==> src/rtl/ifid_stage_if.sv <==
// ifid_stage_if: fetch-side memory handshake, hazard controls and IF/ID latch outputs
interface ifid_stage_if;
  logic        ihit;
  logic [31:0] iload;
  logic        stall;
  logic        flush;
  logic        redirect;
  logic [31:0] raddr;
  logic        halt;
  logic        iREN;
  logic [31:0] iaddr;
  logic [31:0] instr;
  logic [31:0] npc;
  logic        valid;
  modport slave (
    input  ihit, iload, stall, flush, redirect, raddr, halt,
    output iREN, iaddr, instr, npc, valid
  );
  modport master (
    output ihit, iload, stall, flush, redirect, raddr, halt,
    input  iREN, iaddr, instr, npc, valid
  );
endinterface

==> src/rtl/ifid_stage.sv <==
// ifid_stage: program counter, instruction fetch request and IF/ID pipeline latch
module ifid_stage #(
  parameter logic [31:0] PC_RESET = 32'h0000_0000
) (
  input logic         CLK,
  input logic         nRST,
  ifid_stage_if.slave bus
);
  logic [31:0] pc, instr, npc, pc4;
  logic        halted, valid;
  assign pc4       = pc + 32'd4;
  assign bus.iaddr = pc;
  assign bus.iREN  = ~halted & ~bus.halt;
  assign bus.instr = instr;
  assign bus.npc   = npc;
  assign bus.valid = valid;
  // prioritised PC/latch update: halt > redirect > flush > stall > hit > miss
  always_ff @(posedge CLK, negedge nRST) begin
    if (!nRST) begin
      pc     <= PC_RESET;
      halted <= 1'b0;
      instr  <= '0;
      npc    <= '0;
      valid  <= 1'b0;
    end else if (halted | bus.halt) begin
      halted <= 1'b1;
      instr  <= '0;
      npc    <= '0;
      valid  <= 1'b0;
    end else if (bus.redirect) begin
      pc    <= {bus.raddr[31:2], 2'b00};
      instr <= '0;
      npc   <= '0;
      valid <= 1'b0;
    end else if (bus.flush) begin
      instr <= '0;
      npc   <= '0;
      valid <= 1'b0;
    end else if (!bus.stall) begin
      pc    <= bus.ihit ? pc4 : pc;
      instr <= bus.ihit ? bus.iload : '0;
      npc   <= bus.ihit ? pc4 : '0;
      valid <= bus.ihit;
    end
  end
endmodule
==> src/flat_wrapper.sv <==
// flat-port wrapper written by rule: the top's interface ports become plain ports
module ifid_stage_flat 
#(
  parameter logic [31:0] PC_RESET = 32'h0000_0000
)
  (CLK, nRST, bus_ihit, bus_iload, bus_stall, bus_flush, bus_redirect, bus_raddr, bus_halt, bus_iREN, bus_iaddr, bus_instr, bus_npc, bus_valid);
  ifid_stage_if bus_i ();
  input logic CLK;
  input logic nRST;
  input wire logic [$bits(bus_i.ihit)-1:0] bus_ihit;
  input wire logic [$bits(bus_i.iload)-1:0] bus_iload;
  input wire logic [$bits(bus_i.stall)-1:0] bus_stall;
  input wire logic [$bits(bus_i.flush)-1:0] bus_flush;
  input wire logic [$bits(bus_i.redirect)-1:0] bus_redirect;
  input wire logic [$bits(bus_i.raddr)-1:0] bus_raddr;
  input wire logic [$bits(bus_i.halt)-1:0] bus_halt;
  output wire logic [$bits(bus_i.iREN)-1:0] bus_iREN;
  output wire logic [$bits(bus_i.iaddr)-1:0] bus_iaddr;
  output wire logic [$bits(bus_i.instr)-1:0] bus_instr;
  output wire logic [$bits(bus_i.npc)-1:0] bus_npc;
  output wire logic [$bits(bus_i.valid)-1:0] bus_valid;
  assign bus_i.ihit = bus_ihit;
  assign bus_i.iload = bus_iload;
  assign bus_i.stall = bus_stall;
  assign bus_i.flush = bus_flush;
  assign bus_i.redirect = bus_redirect;
  assign bus_i.raddr = bus_raddr;
  assign bus_i.halt = bus_halt;
  assign bus_iREN = bus_i.iREN;
  assign bus_iaddr = bus_i.iaddr;
  assign bus_instr = bus_i.instr;
  assign bus_npc = bus_i.npc;
  assign bus_valid = bus_i.valid;
  ifid_stage #(.PC_RESET(PC_RESET)) u_core (.CLK(CLK), .nRST(nRST), .bus(bus_i));
endmodule
==> config.mk <==
export PLATFORM = sky130hd
export DESIGN_NAME = ifid_stage_flat
export DESIGN_NICKNAME = d
export VERILOG_FILES = /design/src/rtl/ifid_stage_if.sv /design/src/rtl/ifid_stage.sv /design/src/flat_wrapper.sv
export SDC_FILE = /design/constraint.sdc
export NUM_CORES = 1
export LEC_CHECK = 0
export BUFFER_PORTS_ARGS = -buffer_cell sky130_fd_sc_hd__buf_2
export CAP_MARGIN = 20
export CELL_PAD_IN_SITES_DETAIL_PLACEMENT = 1
export CELL_PAD_IN_SITES_GLOBAL_PLACEMENT = 1
export CORE_UTILIZATION = 37
export CTS_CLUSTER_SIZE = 25
export DETAILED_ROUTE_END_ITERATION = 10
export PLACE_DENSITY = 0.89
export SETUP_SLACK_MARGIN = 0.4
export SLEW_MARGIN = 25
export SYNTH_ARGS = -nofsm -noshare
export SYNTH_HDL_FRONTEND = slang
export SYNTH_SLANG_ARGS = --single-unit
==> constraint.sdc <==
create_clock -name CLK -period 2.29 [get_ports CLK]
set_input_delay 0.3435 -clock CLK [delete_from_list [all_inputs] [get_ports CLK]]
set_output_delay 0.3435 -clock CLK [all_outputs]
set_load 0.02 [all_outputs]
* After elaboration in Yosys (flattened, before gate mapping)
Index checks and enable logic that the tools add are counted.
Storage, ports and cells: register bits after elaboration 98, input port bits 71
Cells by class: bitwise operators 5, muxes and demuxes 18, add/sub/neg operators 1, reduce and logical (&&, ||, !) cells 2, eq/ne operators 3
Operators with widths (number):
- 2-to-1 mux 32 bit | 14
- adder 32 x 3 -> 32 bit (second input constant) | 1
- 2-to-1 mux 1 bit | 4
- inequality test 2 x 1 -> 1 bit (second input constant) | 2
- inequality test 4 x 1 -> 1 bit (second input constant) | 1
- AND reduction 4 bit | 1
- inverter 1 bit | 3
- nonzero test 2 bit | 1
- AND 1 bit | 1
- bitwise OR 1 bit | 1

* Logic depth before layout (Yosys ltp)
Gate-level depths: netlist (run 1).
depth after elaboration 6, gate-level depth with buffers 8, gate-level depth less buffers 6

* Least setup slack after synthesis (run 1)
OpenSTA, ideal clock, no wires.
path type flip-flop to flip-flop, start point reg u_core.pc[14] (netlist: u_core.bus.iaddr[14]), end point reg u_core.pc[23] (netlist: u_core.bus.iaddr[23]), path slack 341 ps, setup time 126 ps, data arrival time 1823 ps, required time 2164 ps, stages on the path, launching flop included 7, clock period less this slack 1949 ps, path through dfrtp_1 buf_2 nand3_2 nor4_4 and2_1 a311oi_1 a221o_1
Between the ends: cells in the longest elaborated chain, start to end 5
RTL lines:
- start, declared | RTL line ifid_stage.sv:9 | logic [31:0] pc, instr, npc, pc4;
- start signal, assigned | RTL line ifid_stage.sv:31 | pc <= {bus.raddr[31:2], 2'b00};
- start signal, assigned | RTL line ifid_stage.sv:40 | pc <= bus.ihit ? pc4 : pc;
- adder 32 x 3 -> 32 bit | RTL line ifid_stage.sv:11 | assign pc4 = pc + 32'd4;
- 2-to-1 mux 32 bit | RTL line ifid_stage.sv:40
- 2-to-1 mux 32 bit | RTL line ifid_stage.sv:39 | end else if (!bus.stall) begin
- 2-to-1 mux 32 bit | RTL line ifid_stage.sv:35 | end else if (bus.flush) begin
- 2-to-1 mux 32 bit | RTL line ifid_stage.sv:30 | end else if (bus.redirect) begin
Every way passes these cells. The select of a mux whose other input is x is not followed. A chain may end at the register's enable or synchronous reset.

* Worst setup path after layout (run 1)
start point reg u_core.pc[15] (netlist: u_core.bus.iaddr[15]), end point reg u_core.pc[25] (netlist: u_core.bus.iaddr[25])
The elaborated chain is that of the path after synthesis.

==> flow_metrics.tcl, run 1 <==
set metrics [dict create \
    post-route-min-period_ns 1.89 \
    track_usage_pct 24.6 \
    synth_area_per_cell_um2 10.3 \
    cts.sinks 95 \
    ios 169 \
    synth-edff-count 0 \
    hold_violations 0 \
    syn2layout_area_growth_pct 36.5 \
    crit_required_ns 2.54 \
    root_buffer "clkbuf_16" \
    n_antenna_cell 0 \
    yosysUniqueCellTypes 53 \
    fin_hold_ws_ns 0.219 \
    regArea_um2 2390 \
    ys_async_sr_fraction_pct 100 \
    cap_violations 0 \
    die_area_um2 13000 \
    drv_slew 0 \
    drc 0 \
    peakVddDrop_mv 0.312 \
    clock_latency_ns 0.34 \
    grt_pass1_wl_um 24600 \
    clockBufferDepth 2 \
    chipHeight_um 114 \
    outcome "completed" \
    p_per_area_nw_per_um2 569 \
    multi_input_area_um2 2190 \
    numCtsBuffers 9 \
    yosys_warnings 0 \
    firstDrtPassIters 4 \
    cp-start-kind "flip-flop" \
    critPathKind "reg2reg" \
    wl_per_cell_um 20.8 \
    clk_pin_slew_ns 0.07 \
    ys.flop_type "dfrtp_1" \
    tightestPinTransition_ns 0.763 \
    grt_pass1_vias 4535 \
    chipWidth_um 114 \
    drtIter0Drc 275 \
    rows 40 \
    grt_start_max_net_pins 65 \
    fill_cells 1409 \
    gr-total-overflow 0 \
    core_region_area_um2 12200 \
    cts_tree "yes" \
    finalSetupViolCount 0 \
    nNetsFinal 702 \
    relSlewSlack_pct 48.6 \
    post-route-period-util_pct 82.3 \
    num_vias 4586 \
    crit_arrival_ns 2.14 \
    portBuffers 164 \
    leakage_nw 3.10 \
    htree_levels 3 \
    synth-seq-cells 95 \
    wl_um 16700 \
    routed_via_density 5.71 \
    seq_area_frac_synth_pct 51.0 \
    grt_setup_unrepaired "true" \
    postRouteAntennaNets 0 \
    tns_ns 0 \
    fmax_mhz 530 \
    antenna_found_initial 0 \
    cp-end-kind "flip-flop" \
    layout-drive-gt1-share_pct 42.2 \
    skew_ns 0.00801 \
    path_max_fanout 7 \
    synthCells 453 \
    initial_core_util_pct 38.3 \
    hpwl_um 11000 \
    hp-class "in2reg" \
    gp_congestion 0.888 \
    synth_area_um2 4660 \
]
-- path summary, 6_finish.rpt --
path | startpoint | end | slack (ns) | depth (start not counted)
worst max-delay path | u_core.bus.iaddr[15] | u_core.bus.iaddr[25] | 0.40 | 6
worst min-delay path | bus_iload[21] | u_core.bus.instr[21] | 0.22 | 2
worst max register to register | u_core.bus.iaddr[15] | u_core.bus.iaddr[25] | 0.40 | 6
worst min register to register | u_core.bus.npc[24] | u_core.bus.npc[24] | 0.48 | 2
max in group asynchronous | nRST | u_core.bus.iaddr[23] | 1.09 | 3
min in group asynchronous | nRST | u_core.bus.instr[25] | 0.51 | 2
-- cells by family (layout without fill, tap and decap cells) --
family / after synthesis / count (layout) / share of synthesized area, %
mux: 4 / 4 / 0.859
fa+ha+maj: 1 / 1 / 0.268
xor+xnor: 27 / 27 / 5.08
buf+inv: 47 / 228 / 4.86
compound gates: 142 / 142 / 21.3
flops: 95 / 95 / 51.0
other cells: 1 / 2 / 0.0805
simple gates: 136 / 136 / 16.5
-- critical path, stage by stage (launching register included) --
cell     delay [ns]
dfrtp_1        0.51
nand3_4        0.21
nor4_4         0.19
buf_4          0.20
nand4_2        0.16
o21ai_0        0.26
nor3b_2        0.25
-- per-stage QoR --
step | cell area, um2 | std cells | setup WS, ns | power (mW) | util [%]
2_1_floorplan | 4670 | 454 | 0.401 | 1.83 | -
3_3_place_gp | 5730 | 768 | 0.233 | 1.97 | 47.1
3_5_place_dp | 5730 | 768 | 0.181 | 1.98 | 47.1
4_1_cts | 6130 | 788 | 0.403 | 3.63 | 50.4
5_1_grt | 6360 | 803 | 0.307 | 3.73 | 52.3
6_report | 6360 | 803 | 0.404 | 3.62 | 52.3
-- Yosys cell counts, drive strengths merged (2+ instances only) --
cell    count  area, um2
nand2      45        169
nor4        4       61.3
a41oi       4       35.0
a21oi      18       90.1
and3        8       50.1
a22oi       3       22.5
nor3b       2       20.0
or3         6       37.5
nand3      18        105
o22ai      12       75.1
nor3       10       70.1
xor2       13        114
a311oi      5       43.8
clkbuf     16       61.3
o21ai      36        180
a22o       38        333
and4        4       35.0
nor2       17       66.3
mux2i       4       40.0
dfrtp      95       2380
o211ai      4       30.0
inv         3       11.3
a221o       3       30.0
nand4      16        113
buf        28        154
a31o        3       26.3
a31oi       5       31.3
o21a        2       15.0
and2        3       18.8
o22a        2       17.5
xnor2      14        123
a41o        3       30.0
-- power by group --
| group | switching (mW) | internal (mW) | leakage [nW] | total, mW |
|---|---|---|---|---|
| sequential | 0.0281 | 1.69 | 1.27 | 1.72 |
| clock | 0.632 | 1.02 | 0.160 | 1.65 |
| combinational | 0.147 | 0.101 | 1.67 | 0.247 |
| total | 0.807 | 2.81 | 3.10 | 3.62 |
-- placed cells by master (no fill, tap or decap), types with 14 or more instances in the layout --
cell type | Yosys | final
dfrtp_1 | 95 | 82
nand4_1 | 14 | 14
a21oi_1 | 18 | 16
o21ai_0 | 34 | 33
buf_4 | 4 | 39
nand2_1 | 45 | 45
buf_2 | 21 | 162
xnor2_1 | 14 | 14
a22o_1 | 38 | 38
nand3_1 | 15 | 14
nor2_1 | 16 | 15
-- layer usage --
metal | global-route usage, % | routed length [um] | vias up
li1 | - | - | 2032
met1 | 31.8 | 7040 | 2308
met2 | 41.9 | 8180 | 208
met3 | 3.34 | 1020 | 38
met4 | 9.44 | 436 | 0
met5 | 0 | 0 | -
-- sequential cells by signal, summed over array words and instances (netlist names) --
register	flops
u_core.bus.npc	31
u_core.bus.iaddr	30
u_core.halted	1
u_core.bus.instr	32
u_core.bus.valid	1
-- what timing repair did --
action / in CTS / in global routing
resized for setup: 15 / 24
hold buffers: 1 / 0
setup endpoints to repair: 28 / 21
cloned: 0 / 1
pin swaps: 1 / 10
endpoints found under the hold margin: 36 / 0
setup buffers: 3 / 14
-- final cells by class --
class,count,area share (%)
flip-flops and latches,95,37.6
multi-input cells,312,34.4
repair buffers,209,19.4
clock buffers,13,4.09
well taps,168,3.31
clock inverters,3,1.02
inverters,3,0.177
(Power assumes the default switching activity.)
==> run 2, diff against run 1 <==
- clock period: 2.29 -> 2 ns (I/O delays scaled with it)
==> run 2 against run 1 <==
  * The flow now finishes with violations (negative setup slack)
  * Largest cell class is now multi-input combinational cells
  * Register-to-register slack lost 0.48 ns
  * Combinational power grew 48%
  * Wire length grew 62%
  * Critical path type unchanged
  * Clock power grew 18%
==> flow_metrics.tcl, run 2 (same netlist as run 1, synthesis figures left out) <==
set metrics [dict create \
    reg2reg_to "u_core.bus.npc[30]" \
    num_vias 5681 \
    rr_startpoint "u_core.bus.iaddr[17]" \
    crit_chain "nand4_1, buf_4, nor4_4, nand4_1, buf_4, xor2_2, o21ai_1" \
    clock_latency_ns 0.37 \
    hold_end "u_core.bus.instr[0]" \
    rr_worst_depth 7 \
    path_max_fanout 7 \
    rrSetupSlack_ns -0.07 \
    chipHeight_um 114 \
    post-route-period-util_pct 104 \
    root_buffer "clkbuf_16" \
    gp_congestion 0.911 \
    holdPathStages 2 \
    ios 169 \
    htree_levels 3 \
    grt_setup_unrepaired "true" \
    path_buf_inv 2 \
    p_per_area_nw_per_um2 563 \
    finalPower_mw 4.28 \
    cp-end-kind "flip-flop" \
    peakVddDrop_mv 0.437 \
    syn2layout_area_growth_pct 63.2 \
    wl_um 27000 \
    crit_required_ns 2.24 \
    instances_no_fill 873 \
    tightestPinTransition_ns 0.543 \
    firstDrtPassIters 4 \
    chipWidth_um 114 \
    hp-start "bus_iload[0]" \
    drv_slew 0 \
    portBuffers 164 \
    hp-class "in2reg" \
    track_usage_pct 36.6 \
    nNetsFinal 771 \
    hpwl_um 11500 \
    antenna_found_initial 1 \
    cap_violations 0 \
    wl_per_cell_um 30.9 \
    drc 0 \
    largest_reg_flops 32 \
    clockBufferDepth 2 \
    max_stage_delay_ns 0.52 \
    core_region_area_um2 12200 \
    routed_via_density 6.51 \
    hold_violations 0 \
    top_register "u_core.bus.instr" \
    place_ws_ns 0.0133 \
    gr-total-overflow 0 \
    skew_ns 0.0172 \
    slowest_stage "dfrtp_2" \
    post-route-min-period_ns 2.07 \
    outcome "complete, but fails checks" \
    cpLargestDelayFamily "simple AND/OR/NAND/NOR gates" \
    cts.sinks 95 \
    crit_arrival_ns 2.31 \
    violations "negative setup slack" \
    clk_pin_slew_ns 0.08 \
    grt_pass1_wl_um 35100 \
    rows 40 \
    layout_common_cells "buf_2 (163), dfrtp_1 (74), buf_4 (69)" \
    layout-drive-gt1-share_pct 60.2 \
    cts_tree "yes" \
    worst_slack_ns -0.0724 \
    drtIter0Drc 593 \
    die_area_um2 13000 \
    grt_pass1_vias 5527 \
    postRouteAntennaNets 0 \
    initial_core_util_pct 38.3 \
    placedCellCount 777 \
    cp-start-kind "flip-flop" \
    finalSetupViolCount 4 \
    grt_start_max_net_pins 43 \
    fin_util_pct 62.5 \
    relSlewSlack_pct 63.8 \
    leakage_nw 3.77 \
    numCtsBuffers 9 \
    fmax_mhz 483 \
    layout_commonest_cell "buf_2" \
    critPathKind "reg2reg" \
]
[run 2: layout make-up]
class	count	area, um2
Antenna cell	1	2.50
Clock buffer	9	225
Clock inverter	7	83.8
Fill cell	1294	4560
Inverter	3	13.8
Multi-Input combinational cell	312	2650
Sequential cell	95	2400
Tap cell	168	210
Timing Repair Buffer	278	2010
[run 2: worst max-delay path by stage]
stage                         start                    to  slack [ns]  depth (start not counted)
4_1_cts         u_core.bus.iaddr[3]  u_core.bus.iaddr[31]        0.18                          7
3_3_place_gp              bus_flush    u_core.bus.npc[31]         0.1                          6
2_1_floorplan   u_core.bus.iaddr[2]  u_core.bus.iaddr[30]        0.22                          6
3_5_place_dp              bus_flush    u_core.bus.npc[20]        0.01                          5
5_1_grt        u_core.bus.iaddr[17]    u_core.bus.npc[30]       -0.09                          7
6_report       u_core.bus.iaddr[17]    u_core.bus.npc[30]       -0.07                          7
[run 2: metal layers]
layer	vias to the layer above	wire [um]	track usage, %
li1	2180	-	-
met1	2786	9690	45.7
met3	200	2390	5.66
met2	515	12600	59.4
met4	0	2330	23.5
met5	-	0	0
[run 2: repair_timing]
action | CTS | global route
cloned | 7 | 1
setup buffers | 37 | 33
gates resized for setup | 83 | 90
pin swaps | 67 | 49
endpoints found under the setup margin | 92 | 94
hold buffers | 1 | 0
endpoints found under the hold margin | 34 | 0
[run 2: through the flow]
step	cell area [um2]	hold slack (ns)	setup TNS [ns]
after global placement	5940	0.280	0
after CTS	6990	0.158	0
after global routing	7600	0.153	-0.259
after floorplan	4880	0.00441	0
after detailed placement	5940	0.295	0
final	7600	0.150	-0.170
[run 2: worst register-to-register path: stages, from the launching register on]
cell and delay (ns):
dfrtp_2 0.52, nand4_1 0.16, buf_4 0.19, nor4_4 0.33, nand4_1 0.24, buf_4 0.22
xor2_2 0.19, o21ai_1 0.11
[run 2: power by group]
group	total (mW)	switching (mW)	internal, mW
clock	1.94	0.938	1.00
combinational	0.366	0.226	0.140
sequential	1.97	0.0382	1.94
total	4.28	1.20	3.08
